**config.mk**
```make
export PLATFORM = sky130hd
export DESIGN_NAME = multicycle_ctrl_flat
export DESIGN_NICKNAME = d
export VERILOG_FILES = /design/src/rtl/multicycle_ctrl_if.sv /design/src/rtl/multicycle_ctrl.sv /design/src/flat_wrapper.sv
export SDC_FILE = /design/constraint.sdc
export NUM_CORES = 1
export LEC_CHECK = 0
export CAP_MARGIN = 10
export CELL_PAD_IN_SITES_DETAIL_PLACEMENT = 0
export CELL_PAD_IN_SITES_GLOBAL_PLACEMENT = 2
export CORE_UTILIZATION = 20
export CTS_CLUSTER_DIAMETER = 150
export DETAILED_ROUTE_END_ITERATION = 10
export PLACE_DENSITY_LB_ADDON = 0.1
export SYNTH_ARGS = -nofsm -noshare
export SYNTH_HDL_FRONTEND = slang
export SYNTH_SLANG_ARGS = --single-unit
export TNS_END_PERCENT = 100
```
**constraint.sdc**
```tcl
create_clock -name clk -period 5.6 [get_ports clk]
set_input_delay 1.68 -clock clk [delete_from_list [all_inputs] [get_ports clk]]
set_output_delay 1.68 -clock clk [all_outputs]
set_load 0.01 [all_outputs]
```
**src/rtl/multicycle_ctrl_if.sv**
```systemverilog
// Control bundle between the multicycle MIPS controller and its datapath.
// The controller drives through the master modport; the datapath connects to slave.
interface multicycle_ctrl_if;
  logic [5:0] opcode;
  logic       zero;
  logic       mem_ready;
  logic       pc_en;
  logic [1:0] pc_src;
  logic       i_or_d;
  logic       mem_read;
  logic       mem_write;
  logic       ir_write;
  logic       reg_dst;
  logic       mem_to_reg;
  logic       reg_write;
  logic       alu_src_a;
  logic [1:0] alu_src_b;
  logic [1:0] alu_op;
  logic       illegal;
  logic [3:0] state;

  modport master (
    input  opcode, zero, mem_ready,
    output pc_en, pc_src, i_or_d, mem_read, mem_write, ir_write, reg_dst,
           mem_to_reg, reg_write, alu_src_a, alu_src_b, alu_op, illegal, state
  );

  modport slave (
    output opcode, zero, mem_ready,
    input  pc_en, pc_src, i_or_d, mem_read, mem_write, ir_write, reg_dst,
           mem_to_reg, reg_write, alu_src_a, alu_src_b, alu_op, illegal, state
  );
endinterface

```
**src/rtl/multicycle_ctrl.sv**
```systemverilog
// Moore control FSM for the multicycle MIPS datapath (lw/sw/R-type/beq/bne/j).
// Define MC_PERF_CNT_EN to add the cycle_cnt / instr_cnt performance counters.
module multicycle_ctrl #(
  parameter int unsigned CNT_W = 32
) (
  input  logic             clk,
  input  logic             rst_n,
  multicycle_ctrl_if.master bus
`ifdef MC_PERF_CNT_EN
  ,
  output logic [CNT_W-1:0] cycle_cnt,
  output logic [CNT_W-1:0] instr_cnt
`endif
);

  localparam logic [5:0] OP_RTYPE = 6'h00;
  localparam logic [5:0] OP_J     = 6'h02;
  localparam logic [5:0] OP_BEQ   = 6'h04;
  localparam logic [5:0] OP_BNE   = 6'h05;
  localparam logic [5:0] OP_LW    = 6'h23;
  localparam logic [5:0] OP_SW    = 6'h2B;

  typedef enum logic [3:0] {
    FETCH  = 4'd0,
    DECODE = 4'd1,
    MEMADR = 4'd2,
    MEMRD  = 4'd3,
    MEMWB  = 4'd4,
    MEMWR  = 4'd5,
    EXEC   = 4'd6,
    RTWB   = 4'd7,
    BRANCH = 4'd8,
    JUMP   = 4'd9
  } state_t;

  state_t state_q;
  state_t state_d;

  logic pc_en_c;
  logic ir_write_c;
  logic mem_write_c;
  logic reg_write_c;
  logic branch_taken;

  // Counter width must be at least one bit, whether or not the counters are built.
  if (CNT_W == 0) begin : g_cnt_w_invalid
  end

  always_ff @(posedge clk or negedge rst_n) begin
    if (!rst_n) begin
      state_q <= FETCH;
    end else begin
      state_q <= state_d;
    end
  end

  assign branch_taken = ((bus.opcode == OP_BEQ) &&  bus.zero) ||
                        ((bus.opcode == OP_BNE) && !bus.zero);

  always_comb begin
    state_d         = FETCH;
    pc_en_c         = 1'b0;
    ir_write_c      = 1'b0;
    mem_write_c     = 1'b0;
    reg_write_c     = 1'b0;
    bus.pc_src      = 2'd0;
    bus.i_or_d      = 1'b0;
    bus.mem_read    = 1'b0;
    bus.reg_dst     = 1'b0;
    bus.mem_to_reg  = 1'b0;
    bus.alu_src_a   = 1'b0;
    bus.alu_src_b   = 2'd0;
    bus.alu_op      = 2'd0;
    bus.illegal     = 1'b0;

    case (state_q)
      FETCH: begin
        bus.mem_read  = 1'b1;
        bus.alu_src_b = 2'd1;
        pc_en_c       = bus.mem_ready;
        ir_write_c    = bus.mem_ready;
        state_d       = bus.mem_ready ? DECODE : FETCH;
      end
      DECODE: begin
        bus.alu_src_b = 2'd3;
        case (bus.opcode)
          OP_LW, OP_SW:   state_d = MEMADR;
          OP_RTYPE:       state_d = EXEC;
          OP_BEQ, OP_BNE: state_d = BRANCH;
          OP_J:           state_d = JUMP;
          default: begin
            bus.illegal = 1'b1;
            state_d     = FETCH;
          end
        endcase
      end
      MEMADR: begin
        bus.alu_src_a = 1'b1;
        bus.alu_src_b = 2'd2;
        state_d       = (bus.opcode == OP_LW) ? MEMRD : MEMWR;
      end
      MEMRD: begin
        bus.mem_read = 1'b1;
        bus.i_or_d   = 1'b1;
        state_d      = bus.mem_ready ? MEMWB : MEMRD;
      end
      MEMWB: begin
        reg_write_c    = 1'b1;
        bus.mem_to_reg = 1'b1;
        state_d        = FETCH;
      end
      MEMWR: begin
        mem_write_c = 1'b1;
        bus.i_or_d  = 1'b1;
        state_d     = bus.mem_ready ? FETCH : MEMWR;
      end
      EXEC: begin
        bus.alu_src_a = 1'b1;
        bus.alu_op    = 2'd2;
        state_d       = RTWB;
      end
      RTWB: begin
        reg_write_c = 1'b1;
        bus.reg_dst = 1'b1;
        state_d     = FETCH;
      end
      BRANCH: begin
        bus.alu_src_a = 1'b1;
        bus.alu_op    = 2'd1;
        bus.pc_src    = 2'd1;
        pc_en_c       = branch_taken;
        state_d       = FETCH;
      end
      JUMP: begin
        pc_en_c    = 1'b1;
        bus.pc_src = 2'd2;
        state_d    = FETCH;
      end
      default: state_d = FETCH;
    endcase
  end

  // Write-type strobes are forced low while reset is held, so nothing is committed
  // between the reset edge and the next clock.
  assign bus.pc_en     = pc_en_c     & rst_n;
  assign bus.ir_write  = ir_write_c  & rst_n;
  assign bus.mem_write = mem_write_c & rst_n;
  assign bus.reg_write = reg_write_c & rst_n;
  assign bus.state     = state_q;

`ifdef MC_PERF_CNT_EN
  always_ff @(posedge clk or negedge rst_n) begin
    if (!rst_n) begin
      cycle_cnt <= '0;
      instr_cnt <= '0;
    end else begin
      cycle_cnt <= cycle_cnt + CNT_W'(1);
      if ((state_d == FETCH) && (state_q != FETCH)) begin
        instr_cnt <= instr_cnt + CNT_W'(1);
      end
    end
  end
`endif

endmodule
```
**src/flat_wrapper.sv**
```systemverilog
// flat-port wrapper written by rule: the top's interface ports become plain ports
module multicycle_ctrl_flat 
#(
  parameter int unsigned CNT_W = 32
)
  (clk, rst_n, bus_opcode, bus_zero, bus_mem_ready, bus_pc_en, bus_pc_src, bus_i_or_d, bus_mem_read, bus_mem_write, bus_ir_write, bus_reg_dst, bus_mem_to_reg, bus_reg_write, bus_alu_src_a, bus_alu_src_b, bus_alu_op, bus_illegal, bus_state);
  multicycle_ctrl_if bus_i ();
  input  logic clk;
  input  logic rst_n;
  input wire logic [$bits(bus_i.opcode)-1:0] bus_opcode;
  input wire logic [$bits(bus_i.zero)-1:0] bus_zero;
  input wire logic [$bits(bus_i.mem_ready)-1:0] bus_mem_ready;
  output wire logic [$bits(bus_i.pc_en)-1:0] bus_pc_en;
  output wire logic [$bits(bus_i.pc_src)-1:0] bus_pc_src;
  output wire logic [$bits(bus_i.i_or_d)-1:0] bus_i_or_d;
  output wire logic [$bits(bus_i.mem_read)-1:0] bus_mem_read;
  output wire logic [$bits(bus_i.mem_write)-1:0] bus_mem_write;
  output wire logic [$bits(bus_i.ir_write)-1:0] bus_ir_write;
  output wire logic [$bits(bus_i.reg_dst)-1:0] bus_reg_dst;
  output wire logic [$bits(bus_i.mem_to_reg)-1:0] bus_mem_to_reg;
  output wire logic [$bits(bus_i.reg_write)-1:0] bus_reg_write;
  output wire logic [$bits(bus_i.alu_src_a)-1:0] bus_alu_src_a;
  output wire logic [$bits(bus_i.alu_src_b)-1:0] bus_alu_src_b;
  output wire logic [$bits(bus_i.alu_op)-1:0] bus_alu_op;
  output wire logic [$bits(bus_i.illegal)-1:0] bus_illegal;
  output wire logic [$bits(bus_i.state)-1:0] bus_state;
  assign bus_i.opcode = bus_opcode;
  assign bus_i.zero = bus_zero;
  assign bus_i.mem_ready = bus_mem_ready;
  assign bus_pc_en = bus_i.pc_en;
  assign bus_pc_src = bus_i.pc_src;
  assign bus_i_or_d = bus_i.i_or_d;
  assign bus_mem_read = bus_i.mem_read;
  assign bus_mem_write = bus_i.mem_write;
  assign bus_ir_write = bus_i.ir_write;
  assign bus_reg_dst = bus_i.reg_dst;
  assign bus_mem_to_reg = bus_i.mem_to_reg;
  assign bus_reg_write = bus_i.reg_write;
  assign bus_alu_src_a = bus_i.alu_src_a;
  assign bus_alu_src_b = bus_i.alu_src_b;
  assign bus_alu_op = bus_i.alu_op;
  assign bus_illegal = bus_i.illegal;
  assign bus_state = bus_i.state;
  multicycle_ctrl #(.CNT_W(CNT_W)) u_core (.clk(clk), .rst_n(rst_n), .bus(bus_i));
endmodule
```
==> flow_metrics.py, run 1 <==
metrics = {
    "drt": {
        "dr.pass1.iters": 4,
        "wl_um": 1630,
        "viasPerCell": 5.02,
        "num_vias": 632,
        "postRouteAntennaNets": 0,
        "drtIter0Drc": 17,
        "drc": 0,
        "wl_per_cell_um": 13.0,
    },
    "timing": {
        "slew_viol_final": 0,
        "skew_ns": 0.00278,
        "hold_violations": 0,
        "fin_crit_sh": 0.956,
        "period_minus_slack_ns": 5.35,
        "setup_tns_ns": 0,
        "rsz0062_at_grt": "false",
        "max_slew_margin": 0.614,
        "setup-violations-final": 0,
        "timing.fmax_mhz": 187,
        "fin_hold_ws_ns": 0.794,
        "tightest_slew_ns": 0.579,
    },
    "synthesis": {
        "ys_types": 35,
        "synth.most_common_cell": "nor2_1",
        "synth_warnings": 0,
        "ys.flop_type": "dfrtp_1",
        "syn_inst": 70,
        "synth_seq_cells": 4,
        "syn-cell-area_sq_um": 523,
        "synth_top_cell_by_area": "dfrtp_1",
        "synth_area_leaders": "dfrtp_1 19%, nor3b_1 7.2%, nor2_1 5.7%",
        "yosys-top-cells-count": "8 x nor2_1, 5 x nand2_1, 5 x nor3b_1, 5 x o21ai_0",
        "yosysSeqAreaShare": 0.191,
        "async_flop_share": 1.00,
        "syn_nets": 80,
        "synth-edff-count": 0,
        "yosys.area.top_type_share": 0.191,
        "postSynthAreaPerCell_sq_um": 7.47,
    },
    "clocking": {
        "clk_latency_ns": 0.23,
        "cts-htree-levels": 1,
        "post_cts_resized": 0,
        "cts_hold_buffers": 0,
        "cts.sinks": 4,
        "cts_tree": "yes",
        "cts_max_path_buffers": 2,
        "path_clk_slew_ns": 0.04,
        "cts_root_buffer": "clkbuf_4",
        "cts_inserted_buffers": 3,
        "post-cts-setup-buffer-count": 0,
    },
    "critical_path": {
        "arrival_ns": 3.67,
        "slowest_stage": "or4_4",
        "worstSetupStartpointType": "input port",
        "path_max_fanout": 5,
        "end_kind": "output port",
        "crit_chain": "clkdlybuf4s50_1, or4_4, a211oi_2, and3b_1, clkdlybuf4s50_1",
        "path_common_cell": "clkdlybuf4s50_1",
        "crit_buf_inv": 2,
        "slowest_delay_ns": 0.57,
        "criticalPathCategory": "in -> out",
        "cp_top_family": "buffers and inverters",
        "required_ns": 3.92,
    },
    "placement": {
        "io_buffers": 29,
        "place_hpwl_um": 1230,
        "placed_area_sq_um": 813,
        "place_congestion": 0.705,
        "dp.cells": 123,
    },
    "power_and_ir_drop": {
        "seqPwrFrac": 0.308,
        "peakVddDrop_mv": 0.0585,
        "switching_share": 0.327,
        "pwr-share-comb": 0.410,
        "total_power_mw": 0.125,
        "cellLeakagePower_nw": 0.287,
        "p_clk_frac": 0.282,
        "p_sw_mw": 0.0410,
        "p_per_area_nw_per_um2": 150,
        "p_int_mw": 0.0845,
    },
    "finish": {
        "largest_reg_flops": 4,
        "drive_above_1_share": 0.0729,
        "diodes": 0,
        "fillers": 283,
        "fin_nets": 108,
        "register_area_sq_um": 100,
        "final_area_sq_um": 836,
        "multiInputGateArea_sq_um": 382,
        "area_growth_pct": 59.8,
        "fin_cells": 126,
    },
    "floorplan": {
        "die_h_um": 53.1,
        "dieArea_sq_um": 2820,
        "num_rows": 18,
        "core_sq_um": 2480,
        "dieWidth_um": 53.1,
        "initial_core_util": 0.211,
        "ios": 30,
    },
    "global_routing": {
        "antenna_found_initial": 0,
        "grt_start_max_net_pins": 20,
        "gr-total-overflow": 0,
        "grt_pass1_wl_um": 2710,
        "grt_pass1_vias": 593,
        "grt_use_total": 0.133,
    },
    "hold_path": {
        "hold_path_class": "reg -> reg",
    },
    "run_status": {
        "status": "finished clean",
    },
    "run": {
        "maxCapViolations": 0,
    },
}
==> metrics by stage <==
step | setup WS [ns] | util
3_5_place_dp | 0.265 | 0.328
3_3_place_gp | 0.235 | 0.328
4_1_cts | 0.249 | 0.337
5_1_grt | 0.169 | 0.337
6_report | 0.249 | 0.337
2_1_floorplan | 1.27 | -
==> worst paths after layout <==
check	end	cells after the start	startpoint	slack (ns)
max in group asynchronous	u_core.bus.state[2]	1	rst_n	3.67
min in group asynchronous	u_core.bus.state[1]	1	rst_n	1.70
worst max register to register	u_core.bus.state[2]	3	u_core.bus.state[0]	4.00
worst min-delay path	u_core.bus.state[3]	1	u_core.bus.state[3]	0.79
worst min register to register	u_core.bus.state[3]	1	u_core.bus.state[3]	0.79
worst max-delay path	bus_illegal	5	bus_opcode[0]	0.25
==> cell families after synthesis <==
kind of cell,share of synthesized area
DFF,0.191
and+or+nand+nor,0.486
xor gates and xnor gates,0.0335
AOI/OAI and AO/OA,0.189
buffers and inverters,0.0789
muxes,0.0215
==> power by group through the flow <==
stage / Combinational, mW / Sequential, mW / Clock [mW]
detailed placement: 0.0519 / 0.0393 / 0
floorplan: 0.0305 / 0.0330 / 0
finish: 0.0515 / 0.0386 / 0.0354
CTS: 0.0522 / 0.0389 / 0.0371
global placement: 0.0526 / 0.0392 / 0
global route: 0.0562 / 0.0398 / 0.0390
==> layout by cell type (no fill, tap or decap), types with 2 or more instances in the layout <==
cell and instances:
nor2_1 8, o21ai_0 5, nand2b_1 4, clkbuf_4 3
a21oi_1 2, nor3_1 3, clkdlybuf4s50_1 29, nor2b_1 2
nand2_1 5, dfrtp_1 4, nor4_1 2, nor4b_1 3
nor3b_1 5, nand3_1 2
==> routing by layer <==
| layer | up-vias | track usage | share of wire |
|---|---|---|---|
| met5 | - | 0 | 0 |
| met4 | 0 | 0.0658 | 0.010 |
| li1 | 316 | - | - |
| met2 | 20 | 0.222 | 0.51 |
| met3 | 2 | 0.0115 | 0.034 |
| met1 | 294 | 0.169 | 0.45 |
==> final cells by class <==
class                      count  area share
inverter                       1     0.00449
multi-input combinational     59       0.457
timing repair buffer          29       0.347
clock buffer                   3      0.0269
sequential                     4       0.120
tap                           30      0.0449
(Power assumes the default switching activity.)
==> run 2: changes to the inputs <==
- GPL_TIMING_DRIVEN: unset -> 0
==> flow_metrics.py, run 2 (same netlist as run 1, synthesis figures left out) <==
metrics = {
    "clocking": {
        "cts_root_buffer": "clkbuf_4",
        "cts_max_path_buffers": 2,
        "clk_latency_ns": 0.24,
        "post-cts-setup-buffer-count": 0,
        "path_clk_slew_ns": 0.04,
        "cts.sinks": 4,
        "cts_inserted_buffers": 3,
        "cts_hold_buffers": 0,
        "cts-htree-levels": 1,
        "post_cts_resized": 0,
        "cts_tree": "yes",
    },
    "global_routing": {
        "grt_use_total": 0.136,
        "gr-total-overflow": 0,
        "grt_pass1_vias": 631,
        "antenna_found_initial": 0,
        "grt_start_max_net_pins": 11,
        "grt_pass1_wl_um": 2760,
    },
    "finish": {
        "drive_above_1_share": 0.0980,
        "largest_reg_flops": 4,
        "fin_cells": 132,
        "area_growth_pct": 67.0,
        "layout_commonest_cell": "clkdlybuf4s50_1",
        "fin_nets": 114,
        "layout_common_cells": "29 x clkdlybuf4s50_1, 8 x nor2_1, 5 x nor3b_1, 5 x o21ai_0, 5 x nand2_1",
        "utilization": 0.353,
        "diodes": 0,
        "final_area_sq_um": 873,
    },
    "timing": {
        "period_minus_slack_ns": 5.38,
        "setup-violations-final": 0,
        "layout_setup_ws_ns": 0.223,
        "timing.fmax_mhz": 186,
        "fin_hold_ws_ns": 0.785,
        "slew_viol_final": 0,
        "max_slew_margin": 0.681,
        "skew_ns": 0.00383,
        "setup_tns_ns": 0,
        "hold_violations": 0,
        "rsz0062_at_grt": "false",
        "tightest_slew_ns": 0.472,
        "fin_crit_sh": 0.960,
    },
    "critical_path": {
        "cp_top_family": "buffers and inverters",
        "path_common_cell": "clkdlybuf4s50_1",
        "required_ns": 3.92,
        "worstSetupStartpointType": "input port",
        "criticalPathCategory": "in -> out",
        "crit_buf_inv": 2,
        "slowest_delay_ns": 0.60,
        "end_kind": "output port",
        "arrival_ns": 3.70,
        "crit_chain": "clkdlybuf4s50_1, or4_1, nand4bb_1, a21boi_1, clkdlybuf4s50_1",
        "path_max_fanout": 6,
        "slowest_stage": "or4_1",
    },
    "power_and_ir_drop": {
        "peakVddDrop_mv": 0.111,
        "total_power_mw": 0.132,
        "p_per_area_nw_per_um2": 151,
        "cellLeakagePower_nw": 0.309,
    },
    "drt": {
        "num_vias": 619,
        "postRouteAntennaNets": 0,
        "wl_um": 1730,
        "dr.pass1.iters": 4,
        "wl_per_cell_um": 13.1,
        "viasPerCell": 4.69,
        "drtIter0Drc": 10,
        "drc": 0,
    },
    "run_status": {
        "status": "finished clean",
    },
    "floorplan": {
        "initial_core_util": 0.211,
        "dieArea_sq_um": 2820,
        "dieWidth_um": 53.1,
        "core_sq_um": 2480,
        "ios": 30,
        "num_rows": 18,
        "die_h_um": 53.1,
    },
    "placement": {
        "placed_area_sq_um": 851,
        "io_buffers": 29,
        "place_hpwl_um": 1360,
        "place_ws_ns": 0.203,
        "dp.cells": 129,
        "place_congestion": 0.790,
    },
    "run": {
        "maxCapViolations": 0,
    },
    "hold_path": {
        "hold_path_class": "reg -> reg",
    },
}
-- run 2: worst register-to-register path, stage by stage, from the launching register on --
cell and delay (ns):
dfrtp_1 0.37, buf_4 0.17, clkbuf_1 0.23, o311ai_0 0.42, o221ai_1 0.19
-- run 2: final timing paths --
path | from | depth (start not counted) | to | slack [ns]
worst min-delay path | u_core.bus.state[3] | 3 | u_core.bus.state[0] | 0.79
min in group asynchronous | rst_n | 1 | u_core.bus.state[0] | 1.70
worst max register to register | u_core.bus.state[2] | 4 | u_core.bus.state[2] | 4.08
worst min register to register | u_core.bus.state[3] | 3 | u_core.bus.state[0] | 0.79
worst max-delay path | bus_opcode[1] | 5 | bus_pc_en | 0.22
max in group asynchronous | rst_n | 1 | u_core.bus.state[1] | 3.66
-- run 2: final cells by class --
type                    instances  area (sq um)
plain buffers                   6          37.5
clock buffers                   3          22.5
fillers                       288          1600
inverters                       1          3.75
multi-input cells              59           382
flip-flops and latches          4           100
well taps                      30          37.5
repair buffers                 29           290
-- run 2: routing by layer --
metal	up-vias	routed length [um]	GRT usage
met4	0	0	0.0132
met5	-	0	0
met1	277	810	0.174
met2	20	832	0.230
met3	0	88	0.0431
li1	322	-	-
-- run 2: power by group --
group,total [mW],switching [mW],internal [mW]
Sequential,0.0321,0.00144,0.0307
Clock,0.0371,0.0131,0.0241
Combinational,0.0626,0.0294,0.0332
